## src/rtl/fetch_pkg.sv

```systemverilog
// Shared types and RV32 predecode helpers for the multi-lane fetch unit.
package fetch_pkg;

  localparam int ILEN = 32;

  localparam logic [6:0] OP_JAL    = 7'b1101111;
  localparam logic [6:0] OP_JALR   = 7'b1100111;
  localparam logic [6:0] OP_BRANCH = 7'b1100011;
  localparam logic [6:0] OP_STORE  = 7'b0100011;
  localparam logic [6:0] OP_LUI    = 7'b0110111;
  localparam logic [6:0] OP_AUIPC  = 7'b0010111;

  typedef enum logic [1:0] {BOOT, RUN, HOLD} fetch_state_t;

  typedef struct packed {
    logic            is_jal;
    logic            is_jalr;
    logic            is_br;
    logic [ILEN-1:0] imm;
  } lane_pd_t;

  // Sign-extended immediate in the format implied by the opcode; I-type otherwise.
  function automatic logic [ILEN-1:0] decode_imm(input logic [ILEN-1:0] ins);
    case (ins[6:0])
      OP_JAL:          return {{12{ins[31]}}, ins[19:12], ins[20], ins[30:21], 1'b0};
      OP_BRANCH:       return {{20{ins[31]}}, ins[7], ins[30:25], ins[11:8], 1'b0};
      OP_STORE:        return {{21{ins[31]}}, ins[30:25], ins[11:7]};
      OP_LUI, OP_AUIPC: return {ins[31:12], 12'b0};
      default:         return {{21{ins[31]}}, ins[30:20]};
    endcase
  endfunction

endpackage

```

## src/rtl/fetch_predecode.sv

```systemverilog
// Single-lane combinational predecoder: control-transfer class and immediate.
module fetch_predecode
  import fetch_pkg::*;
(
  input  logic [ILEN-1:0] i_instr,
  output lane_pd_t        o_pd
);

  always_comb begin
    o_pd         = '0;
    o_pd.is_jal  = (i_instr[6:0] == OP_JAL);
    o_pd.is_jalr = (i_instr[6:0] == OP_JALR);
    o_pd.is_br   = (i_instr[6:0] == OP_BRANCH);
    o_pd.imm     = decode_imm(i_instr);
  end

endmodule

```

## src/rtl/multi_fetch_param.sv

```systemverilog
// N-lane fetch front end: PC, predecode, group truncation and a one-deep output stage.
// Build option: define STATIC_BTFN_EN to predict backward branches taken.
module multi_fetch_param
  import fetch_pkg::*;
#(
  parameter int              XLEN     = 32,
  parameter int              LANES    = 3,
  parameter logic [XLEN-1:0] RESET_PC = '0
) (
  input  logic                  clk,
  input  logic                  reset,
  output logic [LANES*XLEN-1:0] inst_addr_o,
  input  logic [LANES*XLEN-1:0] instruction_i,
  input  logic                  flush_i,
  input  logic                  buble_i,
  input  logic                  redirect_valid_i,
  input  logic [XLEN-1:0]       redirect_pc_i,
  output logic [LANES-1:0]      fetch_valid_o,
  input  logic                  fetch_ready_i,
  output logic [LANES*XLEN-1:0] pc_o,
  output logic [LANES*XLEN-1:0] instruction_o,
  output logic [LANES*XLEN-1:0] imm_o,
  output logic [LANES-1:0]      pred_taken_o
);

`ifdef STATIC_BTFN_EN
  localparam logic BTFN_ON = 1'b1;
`else
  localparam logic BTFN_ON = 1'b0;
`endif

  fetch_state_t          r_state, w_state_nxt;
  logic [XLEN-1:0]       r_pc;
  logic [LANES-1:0]      r_valid, r_taken;
  logic [LANES*XLEN-1:0] r_pc_l, r_instr, r_imm;

  logic [XLEN-1:0]       w_lane_pc [LANES];
  logic [XLEN-1:0]       w_imm     [LANES];
  lane_pd_t              w_pd      [LANES];
  logic [LANES-1:0]      w_taken, w_term, w_grp_valid, w_grp_taken;
  logic [LANES*XLEN-1:0] w_grp_pc, w_grp_instr, w_grp_imm;
  logic [XLEN-1:0]       w_next_pc;
  logic                  w_capture, w_transfer;

  for (genvar g = 0; g < LANES; g++) begin : g_lane
    assign w_lane_pc[g] = r_pc + XLEN'(4 * g);

    fetch_predecode u_pd (
      .i_instr (instruction_i[g*XLEN +: ILEN]),
      .o_pd    (w_pd[g])
    );

    assign w_imm[g]   = XLEN'($signed(w_pd[g].imm));
    assign w_taken[g] = w_pd[g].is_jal | (BTFN_ON & w_pd[g].is_br & w_pd[g].imm[ILEN-1]);
    assign w_term[g]  = w_taken[g] | w_pd[g].is_jalr;

    // Address bus reads as zero while reset is held low.
    assign inst_addr_o[g*XLEN +: XLEN] = reset ? w_lane_pc[g] : '0;

    assign w_grp_pc[g*XLEN +: XLEN]    = w_grp_valid[g] ? w_lane_pc[g] : '0;
    assign w_grp_instr[g*XLEN +: XLEN] = w_grp_valid[g] ? instruction_i[g*XLEN +: XLEN] : '0;
    assign w_grp_imm[g*XLEN +: XLEN]   = w_grp_valid[g] ? w_imm[g] : '0;
  end

  // Lanes up to and including the first terminator are kept; that lane picks next_pc.
  always_comb begin
    logic found;
    // NOTE: blocking assignments in combinational logic, with every output defaulted first so no latch is inferred.
    found       = 1'b0;
    w_grp_valid = '0;
    w_grp_taken = '0;
    w_next_pc   = r_pc + XLEN'(4 * LANES);
    for (int i = 0; i < LANES; i++) begin
      if (!found) begin
        w_grp_valid[i] = 1'b1;
        if (w_term[i]) begin
          found          = 1'b1;
          w_grp_taken[i] = w_taken[i];
          w_next_pc      = w_taken[i] ? w_lane_pc[i] + w_imm[i] : w_lane_pc[i] + XLEN'(4);
        end
      end
    end
  end

  assign w_transfer = r_valid[0] & fetch_ready_i;
  assign w_capture  = (r_state != BOOT) & ~buble_i & ~flush_i & ~redirect_valid_i
                    & (~r_valid[0] | fetch_ready_i);

  always_comb begin
    w_state_nxt = r_state;
    case (r_state)
      BOOT:    w_state_nxt = RUN;
      RUN:     if (r_valid[0] & ~fetch_ready_i) w_state_nxt = HOLD;
      HOLD:    if (fetch_ready_i) w_state_nxt = RUN;
      default: w_state_nxt = BOOT;
    endcase
    if (redirect_valid_i) w_state_nxt = RUN;
  end

  // NOTE: sequential state uses non-blocking assignments and clears asynchronously on reset low.
  always_ff @(posedge clk or negedge reset) begin
    if (!reset) begin
      r_state <= BOOT;
      r_pc    <= RESET_PC;
      r_valid <= '0;
      r_taken <= '0;
      r_pc_l  <= '0;
      r_instr <= '0;
      r_imm   <= '0;
    end else begin
      r_state <= w_state_nxt;
      if (redirect_valid_i) r_pc <= {redirect_pc_i[XLEN-1:2], 2'b00};
      else if (w_capture)   r_pc <= w_next_pc;

      if (redirect_valid_i | flush_i | (w_transfer & ~w_capture)) begin
        r_valid <= '0;
        r_taken <= '0;
        r_pc_l  <= '0;
        r_instr <= '0;
        r_imm   <= '0;
      end else if (w_capture) begin
        r_valid <= w_grp_valid;
        r_taken <= w_grp_taken;
        r_pc_l  <= w_grp_pc;
        r_instr <= w_grp_instr;
        r_imm   <= w_grp_imm;
      end
    end
  end

  assign fetch_valid_o = r_valid;
  assign pred_taken_o  = r_taken;
  assign pc_o          = r_pc_l;
  assign instruction_o = r_instr;
  assign imm_o         = r_imm;

endmodule

```

## config.mk

```make
export PLATFORM = sky130hd
export DESIGN_NAME = multi_fetch_param
export DESIGN_NICKNAME = d
export VERILOG_FILES = /design/src/rtl/fetch_pkg.sv /design/src/rtl/fetch_predecode.sv /design/src/rtl/multi_fetch_param.sv
export SDC_FILE = /design/constraint.sdc
export NUM_CORES = 1
export LEC_CHECK = 0
export CORE_MARGIN = 10
export CORE_UTILIZATION = 47
export DETAILED_ROUTE_END_ITERATION = 7
export PLACE_DENSITY = 0.79
export SETUP_SLACK_MARGIN = 0.15
export SLEW_MARGIN = 20
export SYNTH_ARGS = -nofsm -noshare
export SYNTH_HDL_FRONTEND = slang
export SYNTH_SLANG_ARGS = --single-unit
```

## constraint.sdc

```tcl
create_clock -name clk -period 4.5 [get_ports clk]
set_clock_uncertainty 0.15 [all_clocks]
set_input_delay 1.35 -clock clk [delete_from_list [all_inputs] [get_ports clk]]
set_output_delay 1.35 -clock clk [all_outputs]
set_load 0.1 [all_outputs]
```

==> Word level (Yosys, flattened, before mapping) <==
Index checks and enable logic that the tools add are counted.
{ "word_totals": {"reg_bits": 328, "inputBits": 134, "output_inout_bits": 390, "word_cells": 110} }
{ "op_classes": {"addsub": 8, "n_eq_ne": 22, "n_mux": 46, "bitwise": 19, "n_reduce_logical": 8} }
{ "op_table": {"columns": ["operator", "count"], "rows": [
  ["$mux 32", 19],
  ["$mux 96", 6],
  ["$pmux 31 s4", 3],
  ["$add 32x3->32 const B", 3],
  ["$add 32x32->32", 3],
  ["$add 32x4->32 const B", 2],
  ["$eq 7x7->1 const B", 9],
  ["$eq 7x6->1 const B", 6],
  ["$eq 7x5->1 const B", 3],
  ["$mux 3", 4],
  ["$mux 1", 10],
  ["$and 1x1->1", 7],
  ["$mux 2", 3],
  ["$ne 3x3->1 const B", 2],
  ["$not 1->1", 6],
  ["$or 1x1->1", 6],
  ["$pmux 2 s3", 1],
  ["$reduce_bool 2->1", 3],
  ["$reduce_or 2->1", 3],
  ["$eq 2x1->1 const B", 1],
  ["$eq 2x2->1 const B", 1],
  ["$logic_not 2->1", 1],
  ["$reduce_and 2->1", 1]
]} }

==> Depth between registers and ports, before layout <==
Gate-level depths: netlist of run 1.
{ "logic_depth": {"word_depth": 12, "mapped_depth": 21, "mapped_depth_nobuf": 19} }

==> Cells and area by module <==
A second synthesis of run 1 with hierarchy kept.
{ "hier_totals": {"cells_unflattened": 2547, "area_unflattened_um2": 22861.9} }
{ "by_module_without_submodules": {"columns": ["module", "n_inst", "cells_per_inst", "area_each_um2", "seq_area_each_um2"], "rows": [
  ["multi_fetch_param", 1, 2379, 21551.9, 8207.9],
  ["fetch_predecode", 3, 56, 436.7, 0.0]
]} }

==> Worst setup path after synthesis of run 1 <==
Ideal clock, no wire load.
{ "synth_path": {"kind": "in2reg", "start": "in instruction_i[2]", "end": "reg r_pc[28]", "setup_ns": 0.129, "arrival_time_ns": 5.667, "required_time_ns": 4.221, "setup_slack_ns": -1.446, "path_stages": 20, "n_path_buf": 2, "path_cell_list": "clkbuf_1 -> nand3_1 -> nor4b_1 -> nand2b_1 -> clkbuf_1 -> o21ai_0 -> ha_1 -> inv_1 -> fa_1 -> nor2b_1 -> o2111ai_1 -> a31oi_1 -> a221oi_1 -> o21ai_0 -> a221oi_1 -> o31ai_1 -> a21oi_1 -> xnor2_1 -> a22oi_1 -> a21oi_1"} }
{ "synth_via": {"elab_chain_cells": 12, "elab_cells_between_ends": 20, "cone_classes": "add/sub: 1; eq/ne: 6; mux: 11; bitwise: 1; reduce/logical: 1"} }
{ "synth_lines": {"columns": ["item", "line", "source"], "rows": [
  ["from (decl)", "multi_fetch_param.sv:13", "input logic [LANES*XLEN-1:0] instruction_i,"],
  ["$eq 7x6->1 / $eq 7x5->1 (equally long branches)", "fetch_pkg.sv:24", "case (ins[6:0])"],
  ["$reduce_or 2->1", "fetch_pkg.sv:24", null],
  ["$pmux 31 s4", "fetch_pkg.sv:24", null],
  ["$add 32x32->32", "multi_fetch_param.sv:79", "w_next_pc = w_taken[i] ? w_lane_pc[i] + w_imm[i] : w_lane_pc[i] + XLEN'(4);"],
  ["$mux 32", "multi_fetch_param.sv:79", null],
  ["$mux 32 (2 in a row)", "multi_fetch_param.sv:76", "if (w_term[i]) begin"],
  ["$mux 32", "multi_fetch_param.sv:74", "if (!found) begin"],
  ["$mux 32", "multi_fetch_param.sv:76", null],
  ["$mux 32 (*)", "multi_fetch_param.sv:74", null],
  ["$mux 32 (*)", "multi_fetch_param.sv:113", "else if (w_capture) r_pc <= w_next_pc;"],
  ["$mux 32 (*)", "multi_fetch_param.sv:112", "if (redirect_valid_i) r_pc <= {redirect_pc_i[XLEN-1:2], 2'b00};"],
  ["to (signal assigned)", "multi_fetch_param.sv:112", null],
  ["to (signal assigned)", "multi_fetch_param.sv:113", null],
  ["to (decl)", "multi_fetch_param.sv:33", "logic [XLEN-1:0] r_pc;"]
]} }
Mark *: on every way between the ends. The rest lies on a longest branch, timed or not. The select of a mux whose other input is x is not followed.
A chain may end at the register's enable or synchronous reset.

==> Final worst setup path of run 1 <==
{ "layout_path": {"start": "in instruction_i[67]", "end": "reg r_pc[31]"} }
{ "layout_via": {"elab_chain_cells": 9, "elab_cells_between_ends": 15, "cone_classes": "add/sub: 1; eq/ne: 6; mux: 6; bitwise: 1; reduce/logical: 1"} }
{ "layout_lines": {"columns": ["item", "line"], "rows": [
  ["$eq 7x6->1 / $eq 7x5->1 (equally long branches)", "fetch_pkg.sv:24"],
  ["$reduce_or 2->1", "fetch_pkg.sv:24"],
  ["$pmux 31 s4", "fetch_pkg.sv:24"],
  ["$add 32x32->32", "multi_fetch_param.sv:79"],
  ["$mux 32", "multi_fetch_param.sv:79"],
  ["$mux 32 (*)", "multi_fetch_param.sv:76"],
  ["$mux 32 (*)", "multi_fetch_param.sv:74"],
  ["$mux 32 (*)", "multi_fetch_param.sv:113"],
  ["$mux 32 (*)", "multi_fetch_param.sv:112"]
]} }
Marks and branches as above.

==> flow_summary.ini, run 1 <==
[cts]
cts_root_buf = clkbuf_16
cts_hold_buffers = 0
cts_made_buffers = 37
ctsHtreeMaxLevel = 2
cts.sinks = 325
clk_pin_slew_ns = 0.06
cts_buffer_depth = 3
clock_latency_ns = 0.59
cts_tree = done

[setup_path]
reg2regPathDepth = 20
end_kind = flip-flop
path_max_fanout = 4
cp_common_cell = a211oi_2
max_stage_delay_ns = 0.42
cp-start-kind = input port
critPathKind = in -> reg
cp.arrival_ns = 5.18
cp.required_ns = 4.81
cp_cell_sequence = buf_2 > nor4_4 > buf_4 > buf_4 > a31oi_2 > o21ai_1 > a21oi_2 > buf_6 > ha_4 > a211oi_2 > o211ai_1 > a221o_1 > a21oi_2 > buf_6 > nor2_4 > o41a_1 > a21o_1 > a211oi_2 > o41ai_2 > xor2_1 > a211oi_2
slowest_stage = o41a_1
reg2reg_setup_slack_ns = -0.33

[synth]
yosys.cell_count.top_type = dfrtp_1
synth_flop_cell = dfrtp_1
synth_area_mm2 = 0.0223
synth_top_area_cell = dfrtp_1
ys_seq_area_frac = 0.364
ys_top_cells_by_count = 325 x dfrtp_1, 239 x nand2_1, 231 x a22o_1, 185 x o21ai_0, 146 x a21oi_1
yosysUniqueCellTypes = 75
synthArstFlopShare = 1.00
synth.top_cell.area_share = 0.364
syn_inst = 2555
ys_top_cells_by_area = dfrtp_1 36%, a22o_1 9.1%, ha_1 5.5%
synth-edff-count = 0
syn_nets = 2791
syn_area_per_cell_um2 = 8.74
yosysWarnings = 0
ys_ff_latch = 325

[global_routing]
grt_max_degree = 73
overflow = 0
grt-busiest-layer = met2
grt_usage = 0.437
use_met3 = 0.143
grt_pass1_wl_um = 188000
grt_pass1_vias = 28148
use_met2 = 0.681
grtUsageMet1 = 0.527
antenna_found_initial = 6

[drt]
dr.pass1.iters = 6
drt_iter0_markers = 3957
wirelength_um = 134000
via_count = 29155
final_antenna_net_count = 0
via_per_inst = 6.63
wl_per_cell_um = 30.5
route.detailed.drc = 0

[placement]
dp_hpwl_um = 98300
placed_cells = 4214
gp_congestion = 1.14
pre_cts_slack_ns = -1.43
placed_cell_area_mm2 = 0.0346
portBuffers = 521

[floorplan]
core_area_mm2 = 0.0468
die_area_mm2 = 0.0567
row_count = 79
die_w_um = 238
die_h_um = 238
initial_core_util = 0.478
top_level_ports = 524

[sta]
setup_slack_ns = -0.373
worst_slew_pin_slew_ns = 1.08
finalSetupViolations = 23
min_period_over_period = 1.08
relSlewSlack = 0.276
maxSlewViolCount = 0
rsz0062_at_grt = yes
fmaxAchievable_mhz = 205
finalHoldViolations = 0
layout_min_cycle_time_ns = 4.87

[status]
status = finished, violations left
failed_checks = negative setup slack

[cells_and_area]
final_area_mm2 = 0.0386
drive_gt1_frac = 0.368
utilization = 0.825
nFillCells = 2724
fin_cells = 4395
nets = 3994
areaGrowthSynthToFinish_pct = 72.6

[pwr]
power_density_mw_per_mm2 = 326
p_leak_nw = 17.6
vdd_drop_max_mv = 0.368

[min_path]
hp-class = reg -> reg
hold_path_depth = 2

[flow_run]
maxCapViolations = 0
## final timing paths
| kind | start | to |
|---|---|---|
| hold reg to reg | pc_o[95] | pc_o[95] |
| setup / recovery | instruction_i[67] | r_pc[31] |
| setup reg to reg | r_pc[9] | r_pc[31] |
| min in group asynchronous | reset | pc_o[3] |
| hold / removal | pc_o[95] | pc_o[95] |
| max in group asynchronous | reset | r_pc[12] |
## sequential cells by signal, summed over array words and instances (netlist names)
name / cells
fetch_valid_o: 3
imm_o: 93
pc_o: 96
pred_taken_o: 3
r_pc: 32
r_state: 2
instruction_o: 96
## worst max-delay path, delay by kind of cell
family,cells,cell delay [ns]
AOI/OAI and AO/OA,12,2.14
buffers and inverters,5,0.76
adders and majority gates,1,0.17
xor gates and xnor gates,1,0.32
and+or+nand+nor,2,0.44
## layout make-up
class                           count  area [um2]  share of cell area
Timing Repair Buffer             1343       12700               0.329
Sequential cell                   325        8150               0.211
Tap cell                          607         759              0.0197
Inverter                           83         314             0.00814
Multi-Input combinational cell   1968       15400               0.400
Clock buffer                       49        1060              0.0276
Clock inverter                     18         170             0.00441
Antenna cell                        2        5.00            0.000130
## cells by family (layout without fill, tap and decap cells)
kind of cell,Yosys count,count (layout),share of synthesized area
compound gates,865,865,0.271
xor+xnor,193,193,0.0757
fa+ha+maj,102,102,0.0581
buf+inv,262,1493,0.0461
flops,325,325,0.364
mux,4,4,0.00185
other cells,0,2,0
simple gates,804,804,0.183
## what timing repair did
item	4_1_cts	5_1_grt
buffers inserted	73	39
gates cloned	0	0
endpoints found under the setup margin	59	54
gates resized for setup	299	200
pin swaps	137	130
## where the power goes
group	switching [W]	internal, W	total [W]	leakage (nW)
clock network	0.00141	0.00179	0.00320	0.598
registers	0.000128	0.00304	0.00317	4.40
logic	0.00381	0.00241	0.00621	12.6
## cell usage in the layout, fill, tap and decap left out, types with 30 or more instances in the layout
cell type        synthesis  layout
a21o_1                  85      85
a21oi_1                146     110
a21oi_2                  0      30
a22o_1                 231     225
and2_1                  68      60
buf_12                   0     111
buf_4                    9     774
buf_6                    0      63
clkbuf_16                0      39
clkdlybuf4s50_1          0     374
dfrtp_1                325     315
ha_1                    99      72
inv_1                   82      77
nand2_1                239     227
nand3_1                 46      36
nand4_1                 44      44
nor2_1                 137     119
nor2b_2                  0      33
nor3_1                  63      49
o21ai_0                185     138
xnor2_1                131     109
xor2_1                  62      53
## stage by stage
step           hold slack, ns  TNS, ns  total power, W
2_1_floorplan           0.409    -4.76         0.00614
3_3_place_gp            0.311   -28.76         0.00852
3_5_place_dp            0.323   -31.54         0.00861
4_1_cts                 0.339    -2.31          0.0121
5_1_grt                 0.350    -6.71          0.0128
6_report                0.337    -5.19          0.0126
## per-layer routing
metal	wire (um)	share of wire	vias to the layer above
li1	-	-	11795
met1	47000	0.35	14074
met2	58600	0.44	2543
met3	18000	0.13	739
met4	10200	0.076	4
met5	24	0.00018	-
(Power assumes the default switching activity.)
==> run 2: changes to the inputs <==
--- a/config.mk
+++ b/config.mk
@@ -7,9 +7,10 @@
 export LEC_CHECK = 0
 export CORE_MARGIN = 10
 export CORE_UTILIZATION = 47
+export CTS_CLUSTER_SIZE = 30
 export DETAILED_ROUTE_END_ITERATION = 7
 export PLACE_DENSITY = 0.79
-export SETUP_SLACK_MARGIN = 0.15
+export SETUP_SLACK_MARGIN = 0.02
 export SLEW_MARGIN = 20
 export SYNTH_ARGS = -nofsm -noshare
 export SYNTH_HDL_FRONTEND = slang
==> flow_summary.ini, run 2 (synthesis results as in run 1) <==
[min_path]
hold_path_depth = 2
hold_path_end = imm_o[1]
hp-class = reg -> reg
min_from = imm_o[1]

[placement]
dp_hpwl_um = 97900
gp_congestion = 1.11
portBuffers = 521

[cts]
cts_made_buffers = 39
cts_root_buf = clkbuf_16
clk_pin_slew_ns = 0.06
clock_latency_ns = 0.58
ctsHtreeMaxLevel = 2
cts_buffer_depth = 3
cts_tree = done
cts.sinks = 325

[setup_path]
critPathKind = in -> reg
cp.required_ns = 4.80
reg2reg_setup_slack_ns = -0.27
max_stage_delay_ns = 0.41
reg2regPathDepth = 21
cp_common_cell = o211ai_1
cp_cell_sequence = buf_8 > nand2b_4 > nor4_4 > buf_6 > nor2_4 > a22o_4 > ha_4 > o211ai_1 > o211ai_1 > nand4_1 > nand3b_1 > a21oi_2 > o31a_1 > nor4_1 > o31ai_1 > buf_4 > a31o_1 > a311oi_2 > a211oi_1
cp_num_buf_inv = 3
crit_family = compound AO/OA/AOI/OAI gates
cp-start-kind = input port
end_kind = flip-flop
reg2reg_from = r_pc[4]
path_max_fanout = 6
r2r_end = r_pc[31]
slowest_stage = o211ai_1
cp.arrival_ns = 5.24

[status]
status = finished, violations left
failed_checks = design-rule violations, negative setup slack

[drt]
wl_per_cell_um = 31.0
wirelength_um = 136000
route.detailed.drc = 5
drt_iter0_markers = 3500
via_per_inst = 6.65
final_antenna_net_count = 0
via_count = 29121
dr.pass1.iters = 8

[cells_and_area]
layout_common_cells = 772 x buf_4, 371 x clkdlybuf4s50_1, 314 x dfrtp_1
register_area_mm2 = 0.00815
nFillCells = 2689
nets = 3978
areaGrowthSynthToFinish_pct = 71.0
final_common_cell = buf_4
multi_input_area_mm2 = 0.0152
drive_gt1_frac = 0.358

[global_routing]
grt_pass1_vias = 28845
grt_max_degree = 65
antenna_found_initial = 4
overflow = 0
grt_usage = 0.444
grt_pass1_wl_um = 191000

[sta]
relSlewSlack = 0.262
finalHoldViolations = 0
min_period_over_period = 1.10
maxSlewViolCount = 0
rsz0062_at_grt = yes
fmaxAchievable_mhz = 202
finalSetupViolations = 24
setup_slack_ns = -0.441
tns_ns = -4.61
worst_slew_pin_slew_ns = 1.10
layout_min_cycle_time_ns = 4.94

[floorplan]
die_w_um = 238
die_h_um = 238
initial_core_util = 0.478
row_count = 79
core_area_mm2 = 0.0468
die_area_mm2 = 0.0567
top_level_ports = 524

[pwr]
power_w = 0.0127
vdd_drop_max_mv = 0.417
p_leak_nw = 17.5
power_density_mw_per_mm2 = 332

[flow_run]
maxCapViolations = 0
-- run 2: changes by cell type in the layout (fill, tap and decap cells not counted), moves of 5 or more --
cell	previous run	this run
a211oi_1	13	20
a211oi_2	17	9
buf_6	63	53
buf_8	10	5
ha_4	24	29
nand3_1	36	41
nand3_2	8	3
nor2b_2	33	38
o21ai_2	20	12
xnor2_4	6	0
-- run 2: report_power, final --
group / switching [W] / internal [W] / leakage [nW]
Sequential: 0.000150 / 0.00305 / 4.40
Combinational: 0.00375 / 0.00236 / 12.4
Clock: 0.00139 / 0.00196 / 0.646
-- run 2: area by class of cell --
class / count / area share
diodes: 1 / 0.0000655
flip-flops and latches: 325 / 0.213
clock inverters: 17 / 0.00531
well taps: 607 / 0.0199
clock buffers: 51 / 0.0289
repair buffers: 1325 / 0.326
multi-input cells: 1968 / 0.399
inverters: 83 / 0.00816
-- run 2: worst max-delay path by stage --
| stage | start | end | slack [ns] | cells after the start |
|---|---|---|---|---|
| floorplan | instruction_i[67] | r_pc[24] | -0.52 | 16 |
| global placement | instruction_i[34] | r_pc[17] | -1.32 | 19 |
| detailed placement | instruction_i[66] | r_pc[24] | -1.43 | 20 |
| CTS | instruction_i[67] | r_pc[31] | -0.32 | 20 |
| global route | instruction_i[68] | r_pc[31] | -0.46 | 21 |
| finish | instruction_i[36] | r_pc[31] | -0.44 | 19 |
-- run 2: metal layers --
| metal | vias up | track usage | part of all wire |
|---|---|---|---|
| met4 | 2 | 0.303 | 0.088 |
| met2 | 2539 | 0.690 | 0.43 |
| met1 | 14096 | 0.520 | 0.34 |
| met5 | - | 0 | 0.000096 |
| met3 | 730 | 0.140 | 0.13 |
| li1 | 11754 | - | - |
-- run 2: what timing repair did --
item / in CTS / in global routing
hold buffers: 0 / 0
gates resized for setup: 273 / 168
setup endpoints to repair: 46 / 43
pin swaps: 128 / 146
setup buffers: 64 / 46
-- run 2: worst reg2reg max path, stage by stage, from the launching register on --
cell and delay (ns):
dfrtp_1 0.41, buf_6 0.29, nand3_1 0.25, buf_4 0.21, nor4_1 0.17, buf_4 0.19
xnor2_1 0.21, inv_1 0.14, ha_4 0.26, a21oi_4 0.17, o211ai_1 0.17, a221o_1 0.39
a21oi_2 0.17, buf_6 0.15, nor2_4 0.03, o41a_1 0.35, buf_4 0.16, a211oi_1 0.24
a211oi_2 0.07, o41ai_2 0.07, xor2_1 0.28, a211oi_1 0.11
-- run 2: metrics by stage --
step	setup slack (ns)	cell area, um2	util	hold slack [ns]	cells
6_report	-0.441	38200	0.817	0.332	4377
5_1_grt	-0.460	38200	0.817	0.359	4377
4_1_cts	-0.322	37100	0.793	0.333	4336
3_5_place_dp	-1.43	34500	0.739	0.320	4209
3_3_place_gp	-1.32	34500	0.739	0.311	4209
2_1_floorplan	-0.519	23100	-	0.409	2555
